$ cat config.mk
export PLATFORM = sky130hd
export DESIGN_NAME = regfile_sequencer
export DESIGN_NICKNAME = d
export VERILOG_FILES = /design/src/rtl/regfile_sequencer.sv
export SDC_FILE = /design/constraint.sdc
export NUM_CORES = 1
export LEC_CHECK = 0
export BUFFER_PORTS_ARGS = -buffer_cell sky130_fd_sc_hd__buf_2
export CAP_MARGIN = 25
export CORE_AREA = 2 2 140 88
export DETAILED_ROUTE_END_ITERATION = 8
export DIE_AREA = 0 0 142 90
export PLACE_DENSITY_LB_ADDON = 0.08
export SLEW_MARGIN = 25
export SYNTH_ARGS = -nofsm -noshare
export SYNTH_HDL_FRONTEND = slang
export SYNTH_SLANG_ARGS = --single-unit
$ cat constraint.sdc
create_clock -name clk -period 1.6 [get_ports clk]
set_input_delay 0.16 -clock clk [delete_from_list [all_inputs] [get_ports clk]]
set_output_delay 0.16 -clock clk [all_outputs]
set_load 0.01 [all_outputs]
$ cat src/rtl/regfile_sequencer.sv
// regfile_sequencer: initiator side of the register file read/write interface.
// It takes one command, reads both source registers, hands the operands to the
// ALU, and optionally writes the ALU result back to the destination register.
// Optional build macro: REGSEQ_ZERO_REG_EN makes register 0 read as zero and
// drops writes to it.
module regfile_sequencer #(
    parameter int unsigned DATA_W      = 32,
    parameter int unsigned ADDR_W      = 4,
    parameter int unsigned NUM_REGS    = 16,
    parameter int unsigned RES_TIMEOUT = 255
) (
    input  logic              clk,
    input  logic              rst,
    input  logic              cmd_valid,
    output logic              cmd_ready,
    input  logic [ADDR_W-1:0] cmd_src_a,
    input  logic [ADDR_W-1:0] cmd_src_b,
    input  logic [ADDR_W-1:0] cmd_dst,
    input  logic              cmd_wr_en,
    output logic              rf_read,
    output logic [ADDR_W-1:0] rf_dir_a,
    output logic [ADDR_W-1:0] rf_dir_b,
    input  logic [DATA_W-1:0] rf_datA,
    input  logic [DATA_W-1:0] rf_datB,
    output logic              rf_write,
    output logic [ADDR_W-1:0] rf_dir_wr,
    output logic [DATA_W-1:0] rf_data,
    output logic              op_valid,
    input  logic              op_ready,
    output logic [DATA_W-1:0] op_a,
    output logic [DATA_W-1:0] op_b,
    input  logic              res_valid,
    output logic              res_ready,
    input  logic [DATA_W-1:0] res_data,
    output logic              err
);

    localparam int unsigned CNT_W = 8;

`ifdef REGSEQ_ZERO_REG_EN
    localparam bit ZERO_REG_EN = 1'b1;
`else
    localparam bit ZERO_REG_EN = 1'b0;
`endif

    typedef enum logic [2:0] {
        S_IDLE,
        S_READ,
        S_CAPT,
        S_ISSUE,
        S_WAIT_RES,
        S_WRITE
    } state_t;

    function automatic logic addr_illegal(input logic [ADDR_W-1:0] a);
        return 32'(a) >= NUM_REGS;
    endfunction

    function automatic logic addr_zero_reg(input logic [ADDR_W-1:0] a);
        return ZERO_REG_EN && (a == '0);
    endfunction

    state_t              state_q, state_d;
    logic [CNT_W-1:0]    cnt_q, cnt_d;
    logic [ADDR_W-1:0]   dst_q, dst_d;
    logic                wr_en_q, wr_en_d;
    logic                zero_a_q, zero_a_d;
    logic                zero_b_q, zero_b_d;
    logic                dst_bad_q, dst_bad_d;
    logic                dst_drop_q, dst_drop_d;
    logic                cmd_ready_q, cmd_ready_d;
    logic                rf_read_q, rf_read_d;
    logic [ADDR_W-1:0]   rf_dir_a_q, rf_dir_a_d;
    logic [ADDR_W-1:0]   rf_dir_b_q, rf_dir_b_d;
    logic                rf_write_q, rf_write_d;
    logic [ADDR_W-1:0]   rf_dir_wr_q, rf_dir_wr_d;
    logic [DATA_W-1:0]   rf_data_q, rf_data_d;
    logic                op_valid_q, op_valid_d;
    logic [DATA_W-1:0]   op_a_q, op_a_d;
    logic [DATA_W-1:0]   op_b_q, op_b_d;
    logic                res_ready_q, res_ready_d;
    logic                err_q, err_d;

    // Next-state and next-output decode; strobes follow the upcoming state.
    always_comb begin
        state_d     = state_q;
        cnt_d       = cnt_q;
        dst_d       = dst_q;
        wr_en_d     = wr_en_q;
        zero_a_d    = zero_a_q;
        zero_b_d    = zero_b_q;
        dst_bad_d   = dst_bad_q;
        dst_drop_d  = dst_drop_q;
        rf_dir_a_d  = rf_dir_a_q;
        rf_dir_b_d  = rf_dir_b_q;
        rf_dir_wr_d = rf_dir_wr_q;
        rf_data_d   = rf_data_q;
        op_a_d      = op_a_q;
        op_b_d      = op_b_q;
        rf_write_d  = 1'b0;
        err_d       = 1'b0;

        case (state_q)
            S_IDLE: begin
                if (cmd_valid && cmd_ready_q) begin
                    rf_dir_a_d = cmd_src_a;
                    rf_dir_b_d = cmd_src_b;
                    dst_d      = cmd_dst;
                    wr_en_d    = cmd_wr_en;
                    zero_a_d   = addr_illegal(cmd_src_a) || addr_zero_reg(cmd_src_a);
                    zero_b_d   = addr_illegal(cmd_src_b) || addr_zero_reg(cmd_src_b);
                    dst_bad_d  = addr_illegal(cmd_dst);
                    dst_drop_d = addr_illegal(cmd_dst) || addr_zero_reg(cmd_dst);
                    err_d      = addr_illegal(cmd_src_a) || addr_illegal(cmd_src_b);
                    state_d    = S_READ;
                end
            end
            S_READ: begin
                state_d = S_CAPT;
            end
            S_CAPT: begin
                op_a_d  = zero_a_q ? '0 : rf_datA;
                op_b_d  = zero_b_q ? '0 : rf_datB;
                state_d = S_ISSUE;
            end
            S_ISSUE: begin
                if (op_valid_q && op_ready) begin
                    cnt_d   = '0;
                    state_d = wr_en_q ? S_WAIT_RES : S_IDLE;
                end
            end
            S_WAIT_RES: begin
                if (res_valid && res_ready_q) begin
                    rf_data_d   = res_data;
                    rf_dir_wr_d = dst_q;
                    rf_write_d  = !dst_drop_q;
                    err_d       = dst_bad_q;
                    state_d     = S_WRITE;
                end else if (cnt_q == CNT_W'(RES_TIMEOUT - 1)) begin
                    err_d   = 1'b1;
                    state_d = S_IDLE;
                end else begin
                    cnt_d = cnt_q + CNT_W'(1);
                end
            end
            S_WRITE: begin
                state_d = S_IDLE;
            end
            default: begin
                state_d = S_IDLE;
            end
        endcase

        cmd_ready_d = (state_d == S_IDLE);
        rf_read_d   = (state_d == S_READ);
        op_valid_d  = (state_d == S_ISSUE);
        res_ready_d = (state_d == S_WAIT_RES);
    end

    // State and output registers with synchronous reset.
    always_ff @(posedge clk) begin
        if (rst) begin
            state_q     <= S_IDLE;
            cnt_q       <= '0;
            dst_q       <= '0;
            wr_en_q     <= 1'b0;
            zero_a_q    <= 1'b0;
            zero_b_q    <= 1'b0;
            dst_bad_q   <= 1'b0;
            dst_drop_q  <= 1'b0;
            cmd_ready_q <= 1'b1;
            rf_read_q   <= 1'b0;
            rf_dir_a_q  <= '0;
            rf_dir_b_q  <= '0;
            rf_write_q  <= 1'b0;
            rf_dir_wr_q <= '0;
            rf_data_q   <= '0;
            op_valid_q  <= 1'b0;
            op_a_q      <= '0;
            op_b_q      <= '0;
            res_ready_q <= 1'b0;
            err_q       <= 1'b0;
        end else begin
            state_q     <= state_d;
            cnt_q       <= cnt_d;
            dst_q       <= dst_d;
            wr_en_q     <= wr_en_d;
            zero_a_q    <= zero_a_d;
            zero_b_q    <= zero_b_d;
            dst_bad_q   <= dst_bad_d;
            dst_drop_q  <= dst_drop_d;
            cmd_ready_q <= cmd_ready_d;
            rf_read_q   <= rf_read_d;
            rf_dir_a_q  <= rf_dir_a_d;
            rf_dir_b_q  <= rf_dir_b_d;
            rf_write_q  <= rf_write_d;
            rf_dir_wr_q <= rf_dir_wr_d;
            rf_data_q   <= rf_data_d;
            op_valid_q  <= op_valid_d;
            op_a_q      <= op_a_d;
            op_b_q      <= op_b_d;
            res_ready_q <= res_ready_d;
            err_q       <= err_d;
        end
    end

    assign cmd_ready = cmd_ready_q;
    assign rf_read   = rf_read_q;
    assign rf_dir_a  = rf_dir_a_q;
    assign rf_dir_b  = rf_dir_b_q;
    assign rf_write  = rf_write_q;
    assign rf_dir_wr = rf_dir_wr_q;
    assign rf_data   = rf_data_q;
    assign op_valid  = op_valid_q;
    assign op_a      = op_a_q;
    assign op_b      = op_b_q;
    assign res_ready = res_ready_q;
    assign err       = err_q;

endmodule

==> results.toml, run 1 <==
[layout]
drive_gt1_frac = 0.317
fin_util = 0.660
area_growth_pct = 66.4
seqCellArea_sq_um = 2610
fin_cells = 1059
multi_input_area_sq_um = 1850
antennaDiodeCount = 0
layout.nets = 1014
fillers = 927

[setup_path]
path_class = "flop to flop"
startpoint_type = "flop"
cp.required_ns = 1.89
crit_buf_inv = 0
crit_path_max_incr_delay_ns = 0.40
cp_cell_sequence = "nand4_1, o21ai_0, a31oi_1, and4_1"
crit_path_end_kind = "flop"
worstPathArrival_ns = 1.85
crit_slowest_cell = "dfxtp_1"
cpLargestDelayFamily = "compound AO/OA/AOI/OAI gates"
critPathMaxFanout = 6

[logic_synthesis]
synthTopCellsByArea = "dfxtp_1 57%, nand2_1 19%, a21oi_1 13%"
synth.top_cells.by_count = "230 x nand2_1, 130 x dfxtp_1, 119 x a21oi_1, 18 x clkbuf_1, 13 x buf_2"
ys_ff_latch = 130
synth-edff-count = 0
yosysMostFrequentCell = "nand2_1"
synth_area_sq_um = 4600
synth.top_cell.area_share = 0.566
syn_nets = 687
synthCells = 571
synth_cell_types = 34
yosysWarnings = 0
syn_area_per_cell_sq_um = 8.05
synthFlopType = "dfxtp_1"
yosys.area.top_type = "dfxtp_1"
yosysSeqAreaShare = 0.566
synthArstFlopShare = 0

[outcome]
status = "complete, no violations"

[sta]
hold_viol_final = 0
min_period_ns = 1.56
setup_viol = 0
slew_violations = 0
max_clock_freq_mhz = 642
layout_setup_ws_ns = 0.0430
finClkSkew_ns = 0.00917
relSlewSlack = 0.724
grt_setup_unrepaired = "yes"
finalSetupTns_ns = 0
worst_pin_slew_ns = 0.414
post-route-period-util = 0.973

[clocking]
clkSlewWorstSetupHoldPaths_ns = 0.06
cts_buffer_depth = 2
htreeDepth = 4
cts_root_buf = "clkbuf_16"
cts_tree = "built"
clock_latency_ns = 0.41
clock-sinks = 130
cts_buffers = 17

[power]
p_sw_frac = 0.231
p_leak_nw = 3.36
power.switching_mw = 2.02
p_per_area_nw_per_um2 = 1140
p_total_mw = 8.74
combPwrFrac = 0.118
seqPwrFrac = 0.397
clkPwrFrac = 0.485
vdd_drop_max_mv = 0.773
power.internal_mw = 6.72

[global_route]
grt_max_degree = 52
antenna_found_initial = 0
grt_pass1_wl_um = 23300
grt-ovfl-total = 0
grt_pass1_vias = 5065
grt_use_total = 0.223

[floorplan]
coreArea_sq_um = 11600
die_w_um = 142
die_h_um = 90
pin_count = 228
die_area_sq_um = 12800
row_count = 31
start_util = 0.396

[job]
maxCapViolCount = 0

[routing]
post_drt_wl_per_cell_um = 13.2
drc_errors = 0
drt_first_pass_iters = 4
vias_per_cell = 4.75
drt_iter0_drc = 210
vias = 5027
ant_nets = 0
finalWirelength_um = 14000

[place]
dpl.hpwl_um = 8870
numPlacedInstances = 925
portBuffers = 227
gp_congestion = 0.780
pre_cts_ws_ns = 0.0116

[worst_hold_path]
hold_path.class = "input pin to flop"
==> final timing paths <==
kind | to | from | cells past startpoint | slack [ns]
setup / recovery | res_ready | cnt_q[3] | 4 | 0.04
setup reg to reg | res_ready | cnt_q[3] | 4 | 0.04
hold / removal | op_b[18] | rf_datB[18] | 3 | 0.01
hold reg to reg | rf_data[30] | rf_data[30] | 2 | 0.45
==> repair_timing <==
| action | CTS | global route |
|---|---|---|
| pin swaps | 1 | 5 |
| buffers inserted | 1 | 1 |
| hold buffers | 100 | 0 |
| endpoints found under the setup margin | 2 | 26 |
| gates resized for setup | 1 | 8 |
| endpoints found under the hold margin | 100 | 0 |
==> power by group through the flow <==
stage                     clock network [mW]  registers (mW)  logic, mW
final                                   4.24            3.47       1.03
after floorplan                            0            3.60      0.357
after CTS                               4.34            3.47       1.03
after global routing                    4.49            3.49       1.15
after detailed placement                   0            3.54      0.842
after global placement                     0            3.53      0.824
==> sequential cells by signal, summed over array words and instances (netlist names), 4 cells and up <==
register	cells
op_a	32
op_b	32
rf_data	32
cnt_q	8
dst_q	4
rf_dir_a	4
rf_dir_b	4
rf_dir_wr	4
==> worst reg2reg max path: stages (launching register included) <==
cell,delay [ns]
dfxtp_1,0.40
nand4_1,0.26
o21ai_0,0.33
a31oi_1,0.20
and4_1,0.25
==> stage by stage <==
stage	cell area [sq um]	hold slack (ns)
final	7650	0.00991
after global routing	7650	0.00720
after floorplan	4600	0.296
after CTS	7620	0.000310
after global placement	5950	0.399
after detailed placement	5950	0.407
==> placed cells by master, fill, tap and decap left out, drive strengths merged, types with 2 or more instances in the layout <==
master and n:
and3 2, nand2b 3, dlygate4sd3 100, a21oi 119, or3 3, nand2 230
or4 3, inv 3, nand3 7, nor2 8, o31ai 3, ha 2
clkinvlp 2, dfxtp 130, o21ai 3, a31oi 3, clkbuf 20, bufinv 5
clkinv 4, buf 246
==> per-layer routing <==
metal  GRT usage  share of wire  up-vias
li1            -              -     2529
met5           0              0        -
met3      0.0741          0.072       25
met1       0.263           0.43     2294
met4      0.0825          0.017        0
met2       0.378           0.48      179
==> area by class of cell <==
| class | instances | area share |
|---|---|---|
| clock buffers | 20 | 0.0584 |
| clock inverters | 12 | 0.0268 |
| inverters | 2 | 0.000981 |
| multi-input cells | 401 | 0.242 |
| flip-flops and latches | 130 | 0.341 |
| well taps | 148 | 0.0242 |
| repair buffers | 346 | 0.306 |
==> cells by family (layout without fill, tap and decap cells) <==
logic type               after synthesis  count (layout)  share of synthesized area
flip-flops                           130             130                      0.566
AO/OA/AOI/OAI                        132             132                      0.151
XOR/XNOR                               1               1                    0.00191
adder cells (fa/ha/maj)                2               2                    0.00544
buffers and inverters                 40             380                     0.0378
AND/OR/NAND/NOR                      266             266                      0.238
(Power assumes the default switching activity.)
==> inputs of run 2 (changes only) <==
CORE_AREA = 2 2 90 135   (was 2 2 140 88)
DIE_AREA = 0 0 92 137   (was 0 0 142 90)
SKIP_CTS_REPAIR_TIMING = 1   (was not set)
==> run 2 against run 1 <==
The flow now finishes with violations (negative hold slack). Worst hold slack got worse by 0.028 ns. Fmax rose by 2.1%. Combinational power down 4%. Worst setup slack improved by 0.032 ns. First-iteration DRC count decreased by 17%. Non-clock buffer count decreased by 30. Register-to-register slack improved by 0.03 ns. Wire length down 4.7%. Total power is 7.4% lower. Clock skew up 0.0079 ns. Die area down 1.4%. Critical endpoint is now cnt_q[5].
==> results.toml, run 2 (synthesis results as in run 1) <==
[power]
p_total_mw = 8.10
vdd_drop_max_mv = 0.683
p_per_area_nw_per_um2 = 1110
p_leak_nw = 3.23

[outcome]
failed_checks = "negative hold slack"
status = "finished, violations left"

[worst_hold_path]
min_from = "res_data[22]"
hold_path.class = "input pin to flop"
worstHoldEndpoint = "rf_data[22]"
hold_depth = 3

[global_route]
grt_use_total = 0.193
grt-ovfl-total = 0
grt_max_degree = 51
antenna_found_initial = 0
grt_pass1_vias = 4252
grt_pass1_wl_um = 19500

[routing]
wl_met2_um = 6770
drt_iter0_drc = 175
vias = 4876
highest_layer = "met4"
drt_first_pass_iters = 4
ant_nets = 0
met1Wirelength_um = 5410
post_drt_wl_per_cell_um = 13.0
finalWirelength_um = 13400
route.met3.wl_um = 915
drc_errors = 0
vias_per_cell = 4.72

[setup_path]
startpoint_type = "flop"
crit_buf_inv = 1
crit_slowest_cell = "or4_1"
startpoint = "cnt_q[0]"
crit_path_end_kind = "flop"
worstPathArrival_ns = 1.87
path_class = "flop to flop"
critPathMaxFanout = 5
cpLargestDelayFamily = "simple AND/OR/NAND/NOR gates"
cp_cell_sequence = "inv_1, ha_1, nand3_4, o211ai_4, or4_1, a21oi_1"
crit_path_max_incr_delay_ns = 0.48
reg2reg_from = "cnt_q[0]"
reg2reg_slack_ns = 0.08
reg2regPathDepth = 6
timing.rr.end = "cnt_q[5]"
cp.required_ns = 1.94

[sta]
min_period_ns = 1.52
finClkSkew_ns = 0.0171
grt_setup_unrepaired = "yes"
hold_viol_final = 22
worst_pin_slew_ns = 0.424
setup_viol = 0
finalSetupTns_ns = 0
timing.hold.ws_ns = -0.0179
relSlewSlack = 0.717
post-route-period-util = 0.953
slew_violations = 0
max_clock_freq_mhz = 656

[place]
numPlacedInstances = 925
gp_congestion = 0.772
placed_cell_area_sq_um = 5950
dpl.hpwl_um = 8820
portBuffers = 227

[floorplan]
start_util = 0.403
row_count = 48
die_h_um = 137
die_w_um = 92
pin_count = 228
die_area_sq_um = 12600
coreArea_sq_um = 11400

[clocking]
cts_buffer_depth = 2
htreeDepth = 4
cts_root_buf = "clkbuf_16"
clkSlewWorstSetupHoldPaths_ns = 0.06
clock-sinks = 130
cts_tree = "built"
cts_buffers = 17
clock_latency_ns = 0.41

[layout]
drive_gt1_frac = 0.327
antennaDiodeCount = 0
final_common_cell = "nand2_1"
area_growth_pct = 58.4
fin_cells = 1032
layout.nets = 985
final_cell_mix = "230 x nand2_1, 226 x buf_2, 128 x dfxtp_1"
final_cell_area_sq_um = 7280

[job]
maxCapViolCount = 0
run 2: layout make-up:
| class | count | area, sq um |
|---|---|---|
| sequential | 130 | 2610 |
| tap | 150 | 188 |
| inverter | 2 | 7.51 |
| multi-input combinational | 402 | 1860 |
| timing repair buffer | 316 | 2060 |
| clock inverter | 14 | 130 |
| clock buffer | 18 | 429 |
| fill | 984 | 4130 |
run 2: worst max path at each step:
stage / to / slack, ns / cells past startpoint
after CTS: cnt_q[5] / -0.09 / 6
after detailed placement: cnt_q[5] / -0.07 / 6
after global placement: cnt_q[7] / 0.003 / 6
final: cnt_q[5] / 0.08 / 6
after floorplan: cnt_q[6] / 0.11 / 6
after global routing: cnt_q[6] / -0.03 / 4
run 2: worst reg2reg max path: stages (launching register included):
cell,delay [ns]
dfxtp_1,0.34
inv_1,0.05
ha_1,0.22
nand3_4,0.13
o211ai_4,0.10
or4_1,0.48
a21oi_1,0.15
run 2: where the power goes:
group          internal, mW  switching (mW)
clock                  2.15            1.49
sequential             3.39          0.0773
combinational         0.484           0.507
run 2: through the flow:
stage	hold slack, ns	util	setup slack, ns
after global placement	0.400	0.522	0.00274
after CTS	-0.0320	0.571	-0.0893
after floorplan	0.296	-	0.108
after detailed placement	0.407	0.522	-0.0712
final	-0.0179	0.638	0.0752
after global routing	-0.00498	0.638	-0.0308
run 2: routing by layer:
layer  up-vias  GRT usage
li1       2474          -
met1      2212      0.222
met2       171      0.324
met3        19     0.0650
met4         0     0.0887
met5         -          0
==> inputs of run 3 (changes only) <==
GPL_TIMING_DRIVEN = 0   (was not set)
==> run 3 against run 2 <==
The run still ends with negative hold slack left. Count of clock-buffer cells in the layout up 1. Final cell count down 1.4%. First-iteration DRC count down 35%. Clock power up 13%. Wire length down 2.6%. Largest cell class unchanged.
==> results.toml, run 3 (synthesis results as in run 1) <==
[power]
p_sw_frac = 0.235
clkPwrFrac = 0.485
seqPwrFrac = 0.409
power.switching_mw = 1.99
combPwrFrac = 0.106
power.internal_mw = 6.48
vdd_drop_max_mv = 0.945
p_leak_nw = 3.11
p_per_area_nw_per_um2 = 1210

[sta]
setup_viol = 0
finalSetupTns_ns = 0
hold_viol_final = 44
finClkSkew_ns = 0.00756
layout_setup_ws_ns = 0.0525
timing.hold.ws_ns = -0.0140
min_period_ns = 1.55
post-route-period-util = 0.967
worst_pin_slew_ns = 0.549
relSlewSlack = 0.634
max_clock_freq_mhz = 646
slew_violations = 0

[setup_path]
crit_path_max_incr_delay_ns = 0.43
reg2regPathDepth = 5
worstPathArrival_ns = 1.88
timing.rr.end = "cnt_q[6]"
cp.required_ns = 1.94
cpLargestDelayFamily = "simple AND/OR/NAND/NOR gates"
crit_slowest_cell = "or4_1"
startpoint_type = "flop"
crit_buf_inv = 1
crit_path_end_kind = "flop"
path_class = "flop to flop"
critPathMaxFanout = 6
reg2reg_slack_ns = 0.05
startpoint = "state_q[0]"
cp_cell_sequence = "nor3b_4, buf_4, o2111ai_2, or4_1, a21oi_1"
reg2reg_from = "state_q[0]"

[global_route]
grt_pass1_vias = 4315
antenna_found_initial = 0
met1_usage = 0.231
grt_use_total = 0.201
use_met3 = 0.0606
top_usage_layer = "met2"
grt_pass1_wl_um = 20200
grt-ovfl-total = 0
groute.layer.met2.usage = 0.353
grt_max_degree = 17

[place]
dpl.hpwl_um = 9600
portBuffers = 226
numPlacedInstances = 947
placed_cell_area_sq_um = 5920
gp_congestion = 0.782
pre_cts_ws_ns = -0.0988

[layout]
fin_cells = 1018
layout.nets = 972
antennaDiodeCount = 0
fin_util = 0.613
final_cell_area_sq_um = 7000
area_growth_pct = 52.3
final_cell_mix = "230 x nand2_1, 230 x buf_2, 126 x dfxtp_1"
drive_gt1_frac = 0.347

[clocking]
htreeDepth = 4
clock_latency_ns = 0.41
cts_buffer_depth = 2
clkSlewWorstSetupHoldPaths_ns = 0.06
cts_buffers = 17
clock-sinks = 130
cts_tree = "built"
cts_root_buf = "clkbuf_16"

[routing]
vias_per_cell = 4.67
drc_errors = 0
drt_first_pass_iters = 4
finalWirelength_um = 13000
ant_nets = 0
drt_iter0_drc = 114
post_drt_wl_per_cell_um = 12.8
vias = 4757

[outcome]
failed_checks = "negative hold slack"
status = "finished, violations left"

[floorplan]
pin_count = 228
die_h_um = 137
die_w_um = 92
row_count = 48
coreArea_sq_um = 11400
die_area_sq_um = 12600
start_util = 0.403

[job]
maxCapViolCount = 0

[worst_hold_path]
worstHoldEndpoint = "dst_q[2]"
min_from = "cmd_dst[2]"
hold_depth = 3
hold_path.class = "input pin to flop"
-- run 3: cell count changes in the layout (fill, tap and decap cells not counted), moves of 4 or more --
cell           change
dlygate4sd3_1     -38
clkbuf_1          +15
clkbuf_4          +10
buf_12             -6
clkbuf_2           +6
buf_4              -5
buf_2              +4
-- run 3: worst max-delay path by stage --
stage | to | slack, ns | depth (start not counted)
finish | cnt_q[6] | 0.05 | 5
global route | op_b[18] | -0.01 | 6
CTS | cmd_ready | -0.13 | 6
detailed placement | cmd_ready | -0.1 | 6
global placement | cmd_ready | -0.06 | 6
floorplan | cnt_q[6] | 0.11 | 6
-- run 3: worst min-delay path, stage by stage --
cell and delay, ns:
buf_2 0.09, nand2_1 0.04, a21oi_1 0.05
-- run 3: power groups by stage --
stage                     logic [mW]  registers (mW)  clock network (mW)
after floorplan                0.357            3.60                   0
after global placement         0.798            3.53                   0
after global routing            1.00            3.49                4.32
final                          0.897            3.47                4.11
after CTS                      0.814            3.47                4.19
after detailed placement       0.810            3.54                   0
-- run 3: area by class of cell --
| class | count | area [sq um] |
|---|---|---|
| well taps | 150 | 188 |
| multi-input cells | 401 | 1840 |
| repair buffers | 266 | 1510 |
| flip-flops and latches | 130 | 2610 |
| fillers | 1039 | 4410 |
| plain buffers | 38 | 208 |
| inverters | 2 | 7.51 |
| clock buffers | 19 | 453 |
| clock inverters | 12 | 181 |
-- run 3: through the flow --
stage | total power [mW] | hold slack, ns
CTS | 8.47 | -0.0299
global placement | 4.33 | 0.401
floorplan | 3.96 | 0.296
detailed placement | 4.35 | 0.406
global route | 8.82 | -0.00510
finish | 8.47 | -0.0140
-- run 3: metal layers --
metal,vias up,part of all wire
met1,2138,0.40
met2,159,0.51
met4,0,0.012
li1,2446,-
met5,-,0
met3,14,0.078
